<file path="config.mk">
export PLATFORM = sky130hd
export DESIGN_NAME = fifo_prog
export DESIGN_NICKNAME = d
export VERILOG_FILES = /design/src/rtl/fifo_prog.sv
export SDC_FILE = /design/constraint.sdc
export NUM_CORES = 1
export LEC_CHECK = 0
export CAP_MARGIN = 20
export CORE_MARGIN = 10
export CORE_UTILIZATION = 45
export DETAILED_ROUTE_END_ITERATION = 8
export DONT_BUFFER_PORTS = 1
export PLACE_DENSITY = 0.69
export SYNTH_ARGS = -nofsm -noshare
export SYNTH_HDL_FRONTEND = slang
export SYNTH_SLANG_ARGS = --single-unit
</file>
<file path="constraint.sdc">
create_clock -name clk_i -period 1.8 [get_ports clk_i]
set_input_delay 0.09 -clock clk_i [delete_from_list [all_inputs] [get_ports clk_i]]
set_output_delay 0.09 -clock clk_i [all_outputs]
set_load 0.05 [all_outputs]
</file>
<file path="src/rtl/fifo_prog.sv">
// fifo_prog: parametrised synchronous FIFO with full-range fill count,
// programmable almost-full/almost-empty thresholds, standard or FWFT read
// mode, synchronous flush and sticky overflow/underflow flags.
module fifo_prog #(
  parameter int WORD     = 8,
  parameter int DEPTH    = 16,
  parameter int FWFT     = 0,
  parameter int AF_LEVEL = DEPTH - 4,
  parameter int AE_LEVEL = 2
) (
  input  logic                       clk_i,
  input  logic                       rst_i,
  input  logic                       flush_i,
  input  logic                       clr_err_i,
  input  logic                       wr_i,
  input  logic [WORD-1:0]            data_i,
  input  logic                       rd_i,
  output logic [WORD-1:0]            data_o,
  output logic                       valid_o,
  output logic                       full_o,
  output logic                       empty_o,
  output logic                       almost_full_o,
  output logic                       almost_empty_o,
  output logic [$clog2(DEPTH):0]     fill_o,
  output logic                       overflow_o,
  output logic                       underflow_o
);

  localparam int AW = $clog2(DEPTH);
  localparam int FW = AW + 1;
  localparam logic [FW-1:0] AF_TH = FW'(AF_LEVEL);
  localparam logic [FW-1:0] AE_TH = FW'(AE_LEVEL);
  localparam logic [FW-1:0] FULL_TH = FW'(DEPTH);

  // Illegal geometry or thresholds stop elaboration.
  if ((WORD < 1) || (DEPTH < 2) || ((DEPTH & (DEPTH - 1)) != 0) ||
      (AF_LEVEL < 1) || (AF_LEVEL > DEPTH) ||
      (AE_LEVEL < 0) || (AE_LEVEL > DEPTH - 1) ||
      ((FWFT != 0) && (FWFT != 1))) begin : g_param_check
    $error("fifo_prog: illegal DEPTH, WORD, FWFT or threshold parameter");
  end

  logic [WORD-1:0] mem_r [DEPTH];
  logic [AW-1:0]   wr_ptr_r;
  logic [AW-1:0]   rd_ptr_r;
  logic [FW-1:0]   fill_r;
  logic [FW-1:0]   fill_nxt_s;
  logic            full_r;
  logic            empty_r;
  logic            af_r;
  logic            ae_r;
  logic            ovf_r;
  logic            udf_r;
  logic [WORD-1:0] data_r;
  logic            valid_r;

  logic wr_acc_s;
  logic rd_acc_s;
  logic ovf_set_s;
  logic udf_set_s;

  // Acceptance and error detection; flush masks both requests and errors.
  always_comb begin
    wr_acc_s  = wr_i & ~full_r  & ~flush_i;
    rd_acc_s  = rd_i & ~empty_r & ~flush_i;
    ovf_set_s = wr_i & full_r   & ~flush_i;
    udf_set_s = rd_i & empty_r  & ~flush_i;
  end

  // Next fill value: flush clears, single-sided access steps by one.
  always_comb begin
    fill_nxt_s = fill_r;
    if (flush_i) begin
      fill_nxt_s = {FW{1'b0}};
    end else if (wr_acc_s && !rd_acc_s) begin
      fill_nxt_s = fill_r + FW'(1'b1);
    end else if (rd_acc_s && !wr_acc_s) begin
      fill_nxt_s = fill_r - FW'(1'b1);
    end else begin
      fill_nxt_s = fill_r;
    end
  end

  // Storage array: written only on an accepted write, never reset.
  always_ff @(posedge clk_i) begin
    if (wr_acc_s) begin
      mem_r[wr_ptr_r] <= data_i;
    end
  end

  // Pointers, fill count and status flags derived from the next fill.
  always_ff @(posedge clk_i or posedge rst_i) begin
    if (rst_i) begin
      wr_ptr_r <= {AW{1'b0}};
      rd_ptr_r <= {AW{1'b0}};
      fill_r   <= {FW{1'b0}};
      full_r   <= 1'b0;
      empty_r  <= 1'b1;
      af_r     <= 1'b0;
      ae_r     <= 1'b1;
    end else begin
      if (flush_i) begin
        wr_ptr_r <= {AW{1'b0}};
        rd_ptr_r <= {AW{1'b0}};
      end else begin
        if (wr_acc_s) begin
          wr_ptr_r <= wr_ptr_r + AW'(1'b1);
        end
        if (rd_acc_s) begin
          rd_ptr_r <= rd_ptr_r + AW'(1'b1);
        end
      end
      fill_r  <= fill_nxt_s;
      full_r  <= (fill_nxt_s == FULL_TH);
      empty_r <= (fill_nxt_s == {FW{1'b0}});
      af_r    <= (fill_nxt_s >= AF_TH);
      ae_r    <= (fill_nxt_s <= AE_TH);
    end
  end

  // Sticky error flags; a new error wins over a coincident clear.
  always_ff @(posedge clk_i or posedge rst_i) begin
    if (rst_i) begin
      ovf_r <= 1'b0;
      udf_r <= 1'b0;
    end else begin
      ovf_r <= ovf_set_s | (ovf_r & ~clr_err_i);
      udf_r <= udf_set_s | (udf_r & ~clr_err_i);
    end
  end

  // Standard-mode read register and one-cycle valid pulse.
  always_ff @(posedge clk_i or posedge rst_i) begin
    if (rst_i) begin
      data_r  <= {WORD{1'b0}};
      valid_r <= 1'b0;
    end else begin
      if (rd_acc_s) begin
        data_r <= mem_r[rd_ptr_r];
      end
      valid_r <= rd_acc_s;
    end
  end

  if (FWFT == 1) begin : g_fwft
    // Head entry presented directly; zero while empty so reset shows 0.
    always_comb begin
      if (empty_r) begin
        data_o = {WORD{1'b0}};
      end else begin
        data_o = mem_r[rd_ptr_r];
      end
      valid_o = ~empty_r;
    end
  end else begin : g_std
    // Registered read data and pulse.
    always_comb begin
      data_o  = data_r;
      valid_o = valid_r;
    end
  end

  assign full_o         = full_r;
  assign empty_o        = empty_r;
  assign almost_full_o  = af_r;
  assign almost_empty_o = ae_r;
  assign fill_o         = fill_r;
  assign overflow_o     = ovf_r;
  assign underflow_o    = udf_r;

endmodule

</file>
# == Word level (Yosys, flattened, before mapping) ==
# Memory sizes are Yosys's and may differ from the RTL's. A register that Yosys moved wholly into a read port is not among the register bits.
# Cells that the tools add are included.
# Widths: inputs -> output; s select.
# classes
eq_ne,1
mux,9
n_bitwise,16
add_sub_neg,4
n_lt_le_gt_ge,2
n_reduce_logical,7
# ops
operator,count
$mux 4,4
$mux 5,3
$and 1x1->1,10
$add 4x1->4 const B,2
$add 5x1->5 const B,1
$eq 5x5->1 const B,1
$ge 5x4->1 const B,1
$le 5x2->1 const B,1
$logic_not 5->1,1
$sub 5x1->5 const B,1
$not 1->1,4
$reduce_bool 2->1,2
$logic_and 1x1->1,2
$logic_not 1->1,2
$mux 1,2
$or 1x1->1,2
# word_totals
wordCells,50
ram_bits,128
regBits,20
output_inout_bits,20
in_bits,14
memories,1
# mem_list
memory,words,word_bits,read_ports,rd_clocked_by_memory_dff,write_ports,line,source
mem_r,16,8,1,1,1,43,logic [WORD-1:0] mem_r [DEPTH];

# == Depth between registers and ports, before layout ==
# Gate-level depths: netlist (run 1).
# logic_depth
depth_word,9
ltp_mapped,7

# == Worst setup path before layout (run 1) ==
# Ideal clock, no wire load.
# synth_path
path_type,flip-flop to flip-flop
from,register fill_r[0] (netlist: fill_o[0])
to,register full_r (netlist: full_o)
path_stages_with_launch,7
setup_time_ns,0.090
slack_ns,-0.374
arrival_time_ns,2.084
path_cell_list,dfrtp_1 > inv_1 > ha_1 > o311ai_0 > a21o_1 > o311ai_0 > nor3b_1
# synth_between
elab_chain_len,5
elab_cells_between_ends,6
# synth_lines
item,line,source
"start, declared",46,logic [FW-1:0] fill_r;
"start signal, assigned",96,fill_r <= {FW{1'b0}};
"start signal, assigned",113,fill_r <= fill_nxt_s;
$sub 5x1->5,78,fill_nxt_s = fill_r - FW'(1'b1);
$mux 5,77,end else if (rd_acc_s && !wr_acc_s) begin
$mux 5 *,75,end else if (wr_acc_s && !rd_acc_s) begin
$mux 5 *,73,if (flush_i) begin
$eq 5x5->1 *,114,full_r <= (fill_nxt_s == FULL_TH);
"end signal, assigned",114,
"end, declared",48,logic full_r;
# Every way passes the cells marked *; elsewhere a longest branch is shown, timed or not.
# A chain may end at the register's enable or synchronous reset.

# == Worst setup path in the final report (run 1) ==
# layout_path
from,register empty_r (netlist: empty_o)
to,register full_r (netlist: full_o)
# layout_between
elab_chain_len,8
elab_cells_between_ends,10
# layout_lines
item,line,source
"start, declared",49,logic empty_r;
"start signal, assigned",115,empty_r <= (fill_nxt_s == {FW{1'b0}});
$not 1->1 *,65,rd_acc_s = rd_i & ~empty_r & ~flush_i;
$and 1x1->1 * (2 in series),65,
net rd_acc_s,58,logic rd_acc_s;
$logic_and 1x1->1 / $logic_not 1->1 (equally long branches),"77, 75",
$mux 5 / $logic_and 1x1->1 (equally long branches),"77, 75",
$mux 5 *,75,
$mux 5 *,73,
net fill_nxt_s[4],47,logic [FW-1:0] fill_nxt_s;
$eq 5x5->1 *,114,
# The timed path passes the listed nets; every way through them passes the cells marked *.

==> impl_metrics.env, run 1 <==
export IMPL_rsz0062_at_grt="yes"
export IMPL_p_leak_uw=0.002727
export IMPL_multi_input_area_um2=1953
export IMPL_clock_path_buffers=2
export IMPL_wl_per_cell_um=22.45
export IMPL_outcome="complete, but fails checks"
export IMPL_hp_start="flush_i"
export IMPL_overflow=0
export IMPL_ios=34
export IMPL_hold_buffers=18
export IMPL_syn_to_final_growth_pct=27.21
export IMPL_final_nets=463
export IMPL_cp_end_kind="flip-flop"
export IMPL_ant_nets=0
export IMPL_grt_pass1_vias=3667
export IMPL_drt_first_pass_iters=4
export IMPL_r2r_slack_ns=-0.06
export IMPL_cap_viol_max_count=0
export IMPL_setup_viol=5
export IMPL_clk_latency_ns=0.43
export IMPL_ys_warn_count=0
export IMPL_track_usage=0.1471
export IMPL_gp_congestion=0.8046
export IMPL_yosys_top_cells_area="edfxtp_1 61%, mux4_2 11%, dfrtp_1 10%, mux2i_1 2.7%, nor2_1 1.7%"
export IMPL_die_height_um=138.8
export IMPL_synth_edf_count=128
export IMPL_start_util=0.4592
export IMPL_ir_drop_v=0.0006572
export IMPL_vias=3516
export IMPL_n_antenna_cell=0
export IMPL_cts_sinks=156
export IMPL_hp_class="in -> reg"
export IMPL_remaining_drc_errors=0
export IMPL_htreeDepth=4
export IMPL_clock_root_buffer="clkbuf_16"
export IMPL_fmax_ghz=0.5375
export IMPL_instances_no_fill=633
export IMPL_std_cell_rows=43
export IMPL_die_w_um=138.8
export IMPL_ys_seq_elements=156
export IMPL_finalCritPeriodShare=1.034
export IMPL_tightest_slew_ns=0.5663
export IMPL_synthCells=365
export IMPL_synth_most_common_cell="edfxtp_1"
export IMPL_dp_cells=561
export IMPL_reg2reg_from="empty_o$_DFF_PP1_"
export IMPL_violations="hold timing, setup timing"
export IMPL_drt_initial_drc_count=261
export IMPL_drive_gt1_frac=0.3598
export IMPL_grt_max_degree=25
export IMPL_seq_area_um2=4554
export IMPL_hold_ws_ns=-0.2777
export IMPL_ys_top_cells_by_count="128 x edfxtp_1, 31 x mux4_2, 28 x nor2_1"
export IMPL_slew_headroom=0.6212
export IMPL_async_reset_ff_frac=0.1795
export IMPL_syn_avg_cell_area_um2=17.40
export IMPL_whs_endpoint="fill_o[0]$_DFF_PP0_"
export IMPL_synth_area_um2=6350
export IMPL_viasPerCell=5.555
export IMPL_cp_start_kind="flip-flop"
export IMPL_critical_path_class="reg -> reg"
export IMPL_antenna_found_initial=0
export IMPL_worstPathRequired_ns=2.10
export IMPL_clk_pin_slew_ns=0.06
export IMPL_r2r_end="full_o$_DFF_PP0_"
export IMPL_tns_ns=-0.2094
export IMPL_core_um2=13830
export IMPL_crit_arrival_ns=2.16
export IMPL_io_buffers=0
export IMPL_synth_flop_cell="edfxtp_1"
export IMPL_synth_area_leader_cell="edfxtp_1"
export IMPL_fin_skew_ns=0.006793
export IMPL_hold_viol=11
export IMPL_drt_total_wl_um=14210
export IMPL_powerDensity_nw_per_um2=1219
export IMPL_critPathMaxFanout=5
export IMPL_fill_cells=989
export IMPL_layout_min_cycle_time_ns=1.861
export IMPL_fp_dieArea_um2=19260
export IMPL_synth_top_cell_area_share=0.6053
export IMPL_dp_final_hpwl_um=8688
export IMPL_ys_seq_area_frac=0.7161
export IMPL_numCtsBuffers=17
export IMPL_synth_nets=386
export IMPL_drv_slew=0
export IMPL_min_path_cells=1
export IMPL_cts_tree="built"
export IMPL_reg2reg_depth=6
export IMPL_layout_setup_ws_ns=-0.06059
export IMPL_synth_cell_type_count=46
export IMPL_grt_pass1_wl_um=21610
## area by class of cell
cell class                 count  share of cell area
tap                          180             0.02788
timing repair buffer          75             0.09232
clock inverter                 8             0.01487
inverter                       8            0.004337
multi-input combinational    184              0.2418
clock buffer                  22             0.05499
sequential                   156              0.5638
## worst max-delay path, cell delays in order (launching register included)
cell	delay, ns
dfstp_2	0.38
or3b_4	0.43
clkinv_4	0.06
nand2b_1	0.05
o32a_1	0.31
mux2_4	0.36
nor3b_1	0.15
## kinds of logic (layout without fill, tap and decap cells)
group | count (synthesis) | after routing | share of synthesized area
muxes | 50 | 50 | 0.1409
AOI/OAI and AO/OA | 36 | 36 | 0.03350
and+or+nand+nor | 82 | 82 | 0.06581
xor gates and xnor gates | 9 | 9 | 0.01241
adders and majority gates | 7 | 7 | 0.01379
DFF | 156 | 156 | 0.7161
buffers and inverters | 25 | 113 | 0.01754
## power breakdown
part           leakage (uW)  internal [uW]  switching, uW
sequential          0.00151           4110            562
clock              0.000273           2150           1290
combinational      0.000944            825            902
## placed cells by master, fill, tap and decap left out, types with 4 or more instances in the layout
master         instances
edfxtp_1             128
buf_4                 46
mux4_2                31
dfrtp_1               20
clkbuf_16             18
dlygate4sd3_1         18
nor2_4                16
nor2_1                12
nand2_1               11
a21oi_1               11
mux2i_1               11
buf_12                 9
o21ai_1                7
inv_1                  7
ha_1                   7
o21ai_0                6
nor3_1                 6
dfrtp_2                6
xnor2_1                5
nand2b_1               5
clkbuf_1               5
xor2_1                 4
mux2i_2                4
nor3_2                 4
## layer usage
metal | vias to the layer above | GRT usage | share of wire
met3 | 23 | 0.03904 | 0.054
met2 | 85 | 0.2448 | 0.51
met4 | 0 | 0.06260 | 0.023
met5 | - | 0 | 0
li1 | 1578 | - | -
met1 | 1830 | 0.1765 | 0.41
## state kept, by name (all words and copies together), names as in the netlist, 4 cells and up
| signal | cells |
|---|---|
| rd_ptr_r | 4 |
| data_o | 8 |
| mem_r | 128 |
| fill_o | 5 |
| wr_ptr_r | 4 |
## per-stage QoR
stage	util	hold slack (ns)	setup WS (ns)	area, um2	power [uW]
finish	0.5842	-0.2777	-0.06059	8078	9843
global placement	0.4981	0.002774	-0.05371	6888	6069
global route	0.5842	-0.2893	-0.1070	8078	10200
CTS	0.5644	-0.2943	-0.03627	7804	9694
floorplan	-	0.1538	-0.1784	6481	5631
detailed placement	0.4981	0.01362	-0.1310	6888	6104
## worst max-delay path by stage
stage,slack [ns],endpoint,depth (start not counted),start
6_report,-0.06,full_o$_DFF_PP0_,6,empty_o$_DFF_PP1_
5_1_grt,-0.11,almost_empty_o$_DFF_PP1_,7,empty_o$_DFF_PP1_
4_1_cts,-0.04,full_o$_DFF_PP0_,6,empty_o$_DFF_PP1_
3_5_place_dp,-0.13,full_o$_DFF_PP0_,6,empty_o$_DFF_PP1_
3_3_place_gp,-0.05,mem_r[0][2]$_DFFE_PP_,3,full_o$_DFF_PP0_
2_1_floorplan,-0.18,full_o$_DFF_PP0_,7,empty_o$_DFF_PP1_
## timing repair
action	CTS	global route
endpoints found under the setup margin	60	141
gates resized for setup	8	29
hold endpoints to repair	171	11
pin swaps	9	7
setup buffers	12	11
cloned	0	1
(Power assumes the default switching activity.)
==> run 2, diff against run 1 <==
- ABC_AREA: default -> 1
==> impl_metrics.env, run 2 <==
export IMPL_worstPathRequired_ns=2.14
export IMPL_synth_cell_type_count=33
export IMPL_synth_area_um2=6655
export IMPL_outcome="complete, no violations"
export IMPL_fill_cells=1210
export IMPL_ys_seq_area_frac=0.6832
export IMPL_remaining_drc_errors=0
export IMPL_largest_reg_flops=128
export IMPL_synth_area_leader_cell="edfxtp_1"
export IMPL_crit_top_cell="nand2_1"
export IMPL_cts_sinks=156
export IMPL_mostFrequentLayoutCells="192 x nand2_1, 128 x edfxtp_1, 106 x nand3_1"
export IMPL_fin_skew_ns=0.01208
export IMPL_grt_max_degree=66
export IMPL_clk_latency_ns=0.43
export IMPL_final_nets=657
export IMPL_clock_path_buffers=2
export IMPL_n_antenna_cell=0
export IMPL_numCtsBuffers=17
export IMPL_io_buffers=0
export IMPL_grt_pass1_wl_um=25470
export IMPL_core_um2=14530
export IMPL_ys_warn_count=0
export IMPL_hold_ws_ns=0.03685
export IMPL_drt_total_wl_um=16100
export IMPL_drive_gt1_frac=0.1402
export IMPL_p_seq_frac=0.467
export IMPL_ios=34
export IMPL_rsz0062_at_grt="no"
export IMPL_critPathMaxFanout=25
export IMPL_ir_drop_v=0.0007700
export IMPL_slowest_delay_ns=0.43
export IMPL_drt_first_pass_iters=5
export IMPL_switching_share=0.3070
export IMPL_p_sw_uw=3061
export IMPL_htreeDepth=4
export IMPL_p_leak_uw=0.003064
export IMPL_grt_pass1_vias=4618
export IMPL_synthCells=599
export IMPL_setup_viol=0
export IMPL_cts_tree="built"
export IMPL_clock_root_buffer="clkbuf_16"
export IMPL_gp_congestion=0.8528
export IMPL_fin_area_um2=7802
export IMPL_clk_pin_slew_ns=0.07
export IMPL_start_util=0.4579
export IMPL_std_cell_rows=44
export IMPL_vias=4634
export IMPL_viasPerCell=5.563
export IMPL_crit_buf_inv=2
export IMPL_track_usage=0.1641
export IMPL_placed_cell_area_um2=7025
export IMPL_drv_slew=0
export IMPL_hp_class="in -> reg"
export IMPL_cap_viol_max_count=0
export IMPL_top_register="mem_r"
export IMPL_wl_per_cell_um=19.33
export IMPL_power_uw=9972
export IMPL_tightest_slew_ns=0.8250
export IMPL_p_clk_frac=0.378
export IMPL_fp_dieArea_um2=20050
export IMPL_powerDensity_nw_per_um2=1278
export IMPL_worstPathCellList="inv_2 -> buf_12 -> nand2_1 -> nand3_1 -> nand3_1 -> nand2_1 -> nand2_1 -> a2bb2oi_1"
export IMPL_cpLargestDelayFamily="simple AND/OR/NAND/NOR gates"
export IMPL_combPwrFrac=0.155
export IMPL_synth_flop_cell="edfxtp_1"
export IMPL_drt_initial_drc_count=577
export IMPL_layout_min_cycle_time_ns=1.615
export IMPL_crit_arrival_ns=1.96
export IMPL_cts_setup_buffers=0
export IMPL_dp_final_hpwl_um=10190
export IMPL_slew_headroom=0.4494
export IMPL_synth_top_cell_area_share=0.5776
export IMPL_die_height_um=141.6
export IMPL_cp_end_kind="flip-flop"
export IMPL_synth_nets=620
export IMPL_overflow=0
export IMPL_hold_viol=0
export IMPL_ant_nets=0
export IMPL_ys_top_cells_by_count="192 x nand2_1, 128 x edfxtp_1, 106 x nand3_1"
export IMPL_critical_path_class="reg -> reg"
export IMPL_finalCritPeriodShare=0.8973
export IMPL_antenna_found_initial=0
export IMPL_synth_most_common_cell="nand2_1"
export IMPL_yosys_top_cells_area="edfxtp_1 58%, nand2_1 11%, dfrtp_1 9.8%, nand3_1 8.0%, ha_1 1.3%"
export IMPL_synth_edf_count=128
export IMPL_ys_seq_elements=156
export IMPL_fmax_ghz=0.6191
export IMPL_die_w_um=141.6
export IMPL_cp_start_kind="flip-flop"
export IMPL_intPower_uw=6911
export IMPL_syn_avg_cell_area_um2=11.11
export IMPL_slowest_stage="dfrtp_2"
export IMPL_final_common_cell="nand2_1"
export IMPL_syn_to_final_growth_pct=17.24
export IMPL_async_reset_ff_frac=0.1795
run 2: area by class of cell:
class / count / area (um2) / area share
Clock inverter: 13 / 180.2 / 0.02309
Clock buffer: 19 / 452.9 / 0.05805
Multi-Input combinational cell: 381 / 1826 / 0.2340
Sequential cell: 156 / 4548 / 0.5829
Inverter: 33 / 123.9 / 0.01588
Tap cell: 184 / 230.2 / 0.02951
Timing Repair Buffer: 47 / 441.7 / 0.05661
run 2: stage by stage:
stage	worst slack, ns	setup TNS [ns]	util	std cells
after floorplan	-0.2329	-15.45	-	599
after global placement	0.2367	0	0.4834	787
after detailed placement	0.2020	0	0.4834	787
after CTS	0.1950	0	0.5366	833
after global routing	0.01061	0	0.5368	833
final	0.1848	0	0.5368	833
run 2: logic make-up (layout without fill, tap and decap cells):
kind of cell,Yosys count,in the layout,synth area share
AND/OR/NAND/NOR,334,334,0.2215
flip-flops,156,156,0.6832
buffers and inverters,62,112,0.04399
AO/OA/AOI/OAI,37,37,0.03422
adder cells (fa/ha/maj),7,7,0.01316
XOR/XNOR,3,3,0.003949
run 2: worst reg2reg max path: stages (launching register included):
cell	delay [ns]
dfrtp_2	0.43
inv_2	0.21
buf_12	0.21
nand2_1	0.10
nand3_1	0.09
nand3_1	0.15
nand2_1	0.11
nand2_1	0.07
a2bb2oi_1	0.16
run 2: layer usage:
layer,part of all wire,track usage
met1,0.42,0.2145
met2,0.48,0.2555
met3,0.086,0.04673
met4,0.018,0.05756
met5,0,0
run 2: what timing repair did:
action | 4_1_cts | 5_1_grt
hold buffers | 14 | 0
gates resized for setup | 0 | 1
endpoints found under the setup margin | 0 | 1
endpoints found under the hold margin | 161 | 0
run 2: path summary, 6_finish.rpt:
| path | start | endpoint | slack (ns) | depth (start not counted) |
|---|---|---|---|---|
| worst max-delay path | rd_ptr_r[0]$_DFFE_PP0P_ | data_o[1]$_DFFE_PP0P_ | 0.18 | 8 |
| worst max register to register | rd_ptr_r[0]$_DFFE_PP0P_ | data_o[1]$_DFFE_PP0P_ | 0.18 | 8 |
| worst min register to register | wr_ptr_r[3]$_DFFE_PP0P_ | wr_ptr_r[3]$_DFFE_PP0P_ | 0.57 | 1 |
| min in group asynchronous | rst_i | underflow_o$_DFF_PP0_ | 0.27 | 2 |
| max in group asynchronous | rst_i | wr_ptr_r[2]$_DFFE_PP0P_ | 0.87 | 3 |
| worst min-delay path | flush_i | mem_r[3][2]$_DFFE_PP_ | 0.04 | 2 |
run 2: power groups by stage:
stage	logic, uW	registers, uW	clock network, uW
2_1_floorplan	996	4780	0
3_3_place_gp	1400	4730	0
3_5_place_dp	1440	4730	0
4_1_cts	1530	4660	3820
5_1_grt	1720	4680	3960
6_report	1540	4650	3770
==> run 3, diff against run 2 <==
- CELL_PAD_IN_SITES_DETAIL_PLACEMENT: default -> 0
- CELL_PAD_IN_SITES_GLOBAL_PLACEMENT: default -> 1
- PLACE_DENSITY: 0.69 -> 0.81
- REMOVE_ABC_BUFFERS: default -> 1
==> impl_metrics.env, run 3 (synthesis gave the netlist of run 2 again) <==
export IMPL_outcome="complete, no violations"
export IMPL_cts_tree="built"
export IMPL_cpLargestDelayFamily="simple AND/OR/NAND/NOR gates"
export IMPL_numCtsBuffers=17
export IMPL_powerDensity_nw_per_um2=1227
export IMPL_clock_path_buffers=2
export IMPL_hold_viol=0
export IMPL_drt_first_pass_iters=6
export IMPL_dp_final_hpwl_um=10070
export IMPL_p_seq_frac=0.488
export IMPL_rsz0062_at_grt="no"
export IMPL_final_nets=660
export IMPL_syn_to_final_growth_pct=16.09
export IMPL_core_um2=14530
export IMPL_drive_gt1_frac=0.1350
export IMPL_fin_skew_ns=0.008419
export IMPL_fill_cells=1246
export IMPL_hold_ws_ns=0.04475
export IMPL_clock_root_buffer="clkbuf_16"
export IMPL_cap_viol_max_count=0
export IMPL_hp_class="in -> reg"
export IMPL_final_common_cell="nand2_1"
export IMPL_worstPathCellList="inv_2 -> nand2_2 -> nor2_4 -> nand2_1 -> nor3_1 -> buf_4"
export IMPL_mostFrequentLayoutCells="191 x nand2_1, 128 x edfxtp_1, 106 x nand3_1"
export IMPL_overflow=0
export IMPL_start_util=0.4579
export IMPL_ir_drop_v=0.0005896
export IMPL_critical_path_class="reg -> reg"
export IMPL_grt_pass1_wl_um=24220
export IMPL_switching_share=0.3027
export IMPL_ios=34
export IMPL_clk_pin_slew_ns=0.06
export IMPL_top_register="mem_r"
export IMPL_slowest_stage="dfrtp_1"
export IMPL_track_usage=0.1592
export IMPL_power_uw=9483
export IMPL_crit_arrival_ns=1.74
export IMPL_fmax_ghz=0.6192
export IMPL_antenna_found_initial=3
export IMPL_std_cell_rows=44
export IMPL_grt_max_degree=57
export IMPL_die_height_um=141.6
export IMPL_layout_min_cycle_time_ns=1.615
export IMPL_remaining_drc_errors=0
export IMPL_wl_per_cell_um=18.84
export IMPL_p_leak_uw=0.003032
export IMPL_cp_start_kind="flip-flop"
export IMPL_drt_initial_drc_count=385
export IMPL_cp_end_kind="flip-flop"
export IMPL_gp_congestion=0.8728
export IMPL_slowest_delay_ns=0.39
export IMPL_tightest_slew_ns=0.8506
export IMPL_ant_nets=0
export IMPL_slew_headroom=0.4311
export IMPL_viasPerCell=5.451
export IMPL_crit_buf_inv=2
export IMPL_p_clk_frac=0.347
export IMPL_grt_pass1_vias=4269
export IMPL_io_buffers=0
export IMPL_intPower_uw=6613
export IMPL_cts_sinks=156
export IMPL_critPathMaxFanout=8
export IMPL_setup_viol=0
export IMPL_die_w_um=141.6
export IMPL_clk_latency_ns=0.42
export IMPL_vias=4579
export IMPL_p_sw_uw=2870
export IMPL_combPwrFrac=0.165
export IMPL_worstPathRequired_ns=1.92
export IMPL_drt_total_wl_um=15830
export IMPL_fp_dieArea_um2=20050
export IMPL_htreeDepth=4
export IMPL_finalCritPeriodShare=0.8973
export IMPL_drv_slew=0
export IMPL_largest_reg_flops=128
run 3: per-layer routing:
| layer | track usage | wire (um) |
|---|---|---|
| met3 | 0.04272 | 1381 |
| met2 | 0.2469 | 7551 |
| met4 | 0.05702 | 346 |
| met1 | 0.2103 | 6550 |
| met5 | 0 | 0 |
run 3: path summary, 6_finish.rpt:
kind / startpoint / to / slack, ns / depth (start not counted)
hold reg to reg: wr_ptr_r[0]$_DFFE_PP0P_ / wr_ptr_r[0]$_DFFE_PP0P_ / 0.57 / 1
min in group asynchronous: rst_i / overflow_o$_DFF_PP0_ / 0.21 / 3
max in group asynchronous: rst_i / empty_o$_DFF_PP1_ / 1.27 / 3
setup / recovery: full_o$_DFF_PP0_ / mem_r[8][6]$_DFFE_PP_ / 0.18 / 6
setup reg to reg: full_o$_DFF_PP0_ / mem_r[8][6]$_DFFE_PP_ / 0.18 / 6
hold / removal: flush_i / mem_r[7][1]$_DFFE_PP_ / 0.04 / 2
run 3: worst reg2reg max path, delay by kind of cell (launching register included):
family                 cells  cell delay [ns]
and+or+nand+nor            4             0.67
buffers and inverters      2             0.26
DFF                        1             0.39
run 3: metrics by stage:
stage,instance area [um2],TNS (ns),util,setup slack (ns),std cells
final,7726,0,0.5316,0.1849,840
after global routing,7719,0,0.5311,0.06412,837
after CTS,7709,0,0.5304,0.09904,836
after detailed placement,7013,0,0.4825,0.1193,790
after global placement,7013,0,0.4825,0.1694,790
after floorplan,6486,-26.82,-,-0.8119,570
run 3: cell type report:
class,count,area [um2],area share
Clock inverter,4,27.53,0.003563
Tap cell,184,230.2,0.02980
Timing Repair Buffer,50,435.4,0.05636
Sequential cell,156,4548,0.5887
Clock buffer,28,528.0,0.06834
Antenna cell,4,10.01,0.001296
Inverter,33,123.9,0.01603
Multi-Input combinational cell,381,1823,0.2360
run 3: power groups by stage:
stage          logic, uW  clock network, uW  registers, uW
6_report            1560               3290           4630
2_1_floorplan        819                  0           4850
3_3_place_gp        1430                  0           4720
4_1_cts             1560               3350           4640
5_1_grt             1730               3510           4660
3_5_place_dp        1460                  0           4720
run 3: what timing repair did:
action,CTS,global route
resized for setup,0,2
endpoints found under the setup margin,0,8
setup buffers,0,0
hold endpoints to repair,172,0
hold buffers,14,0
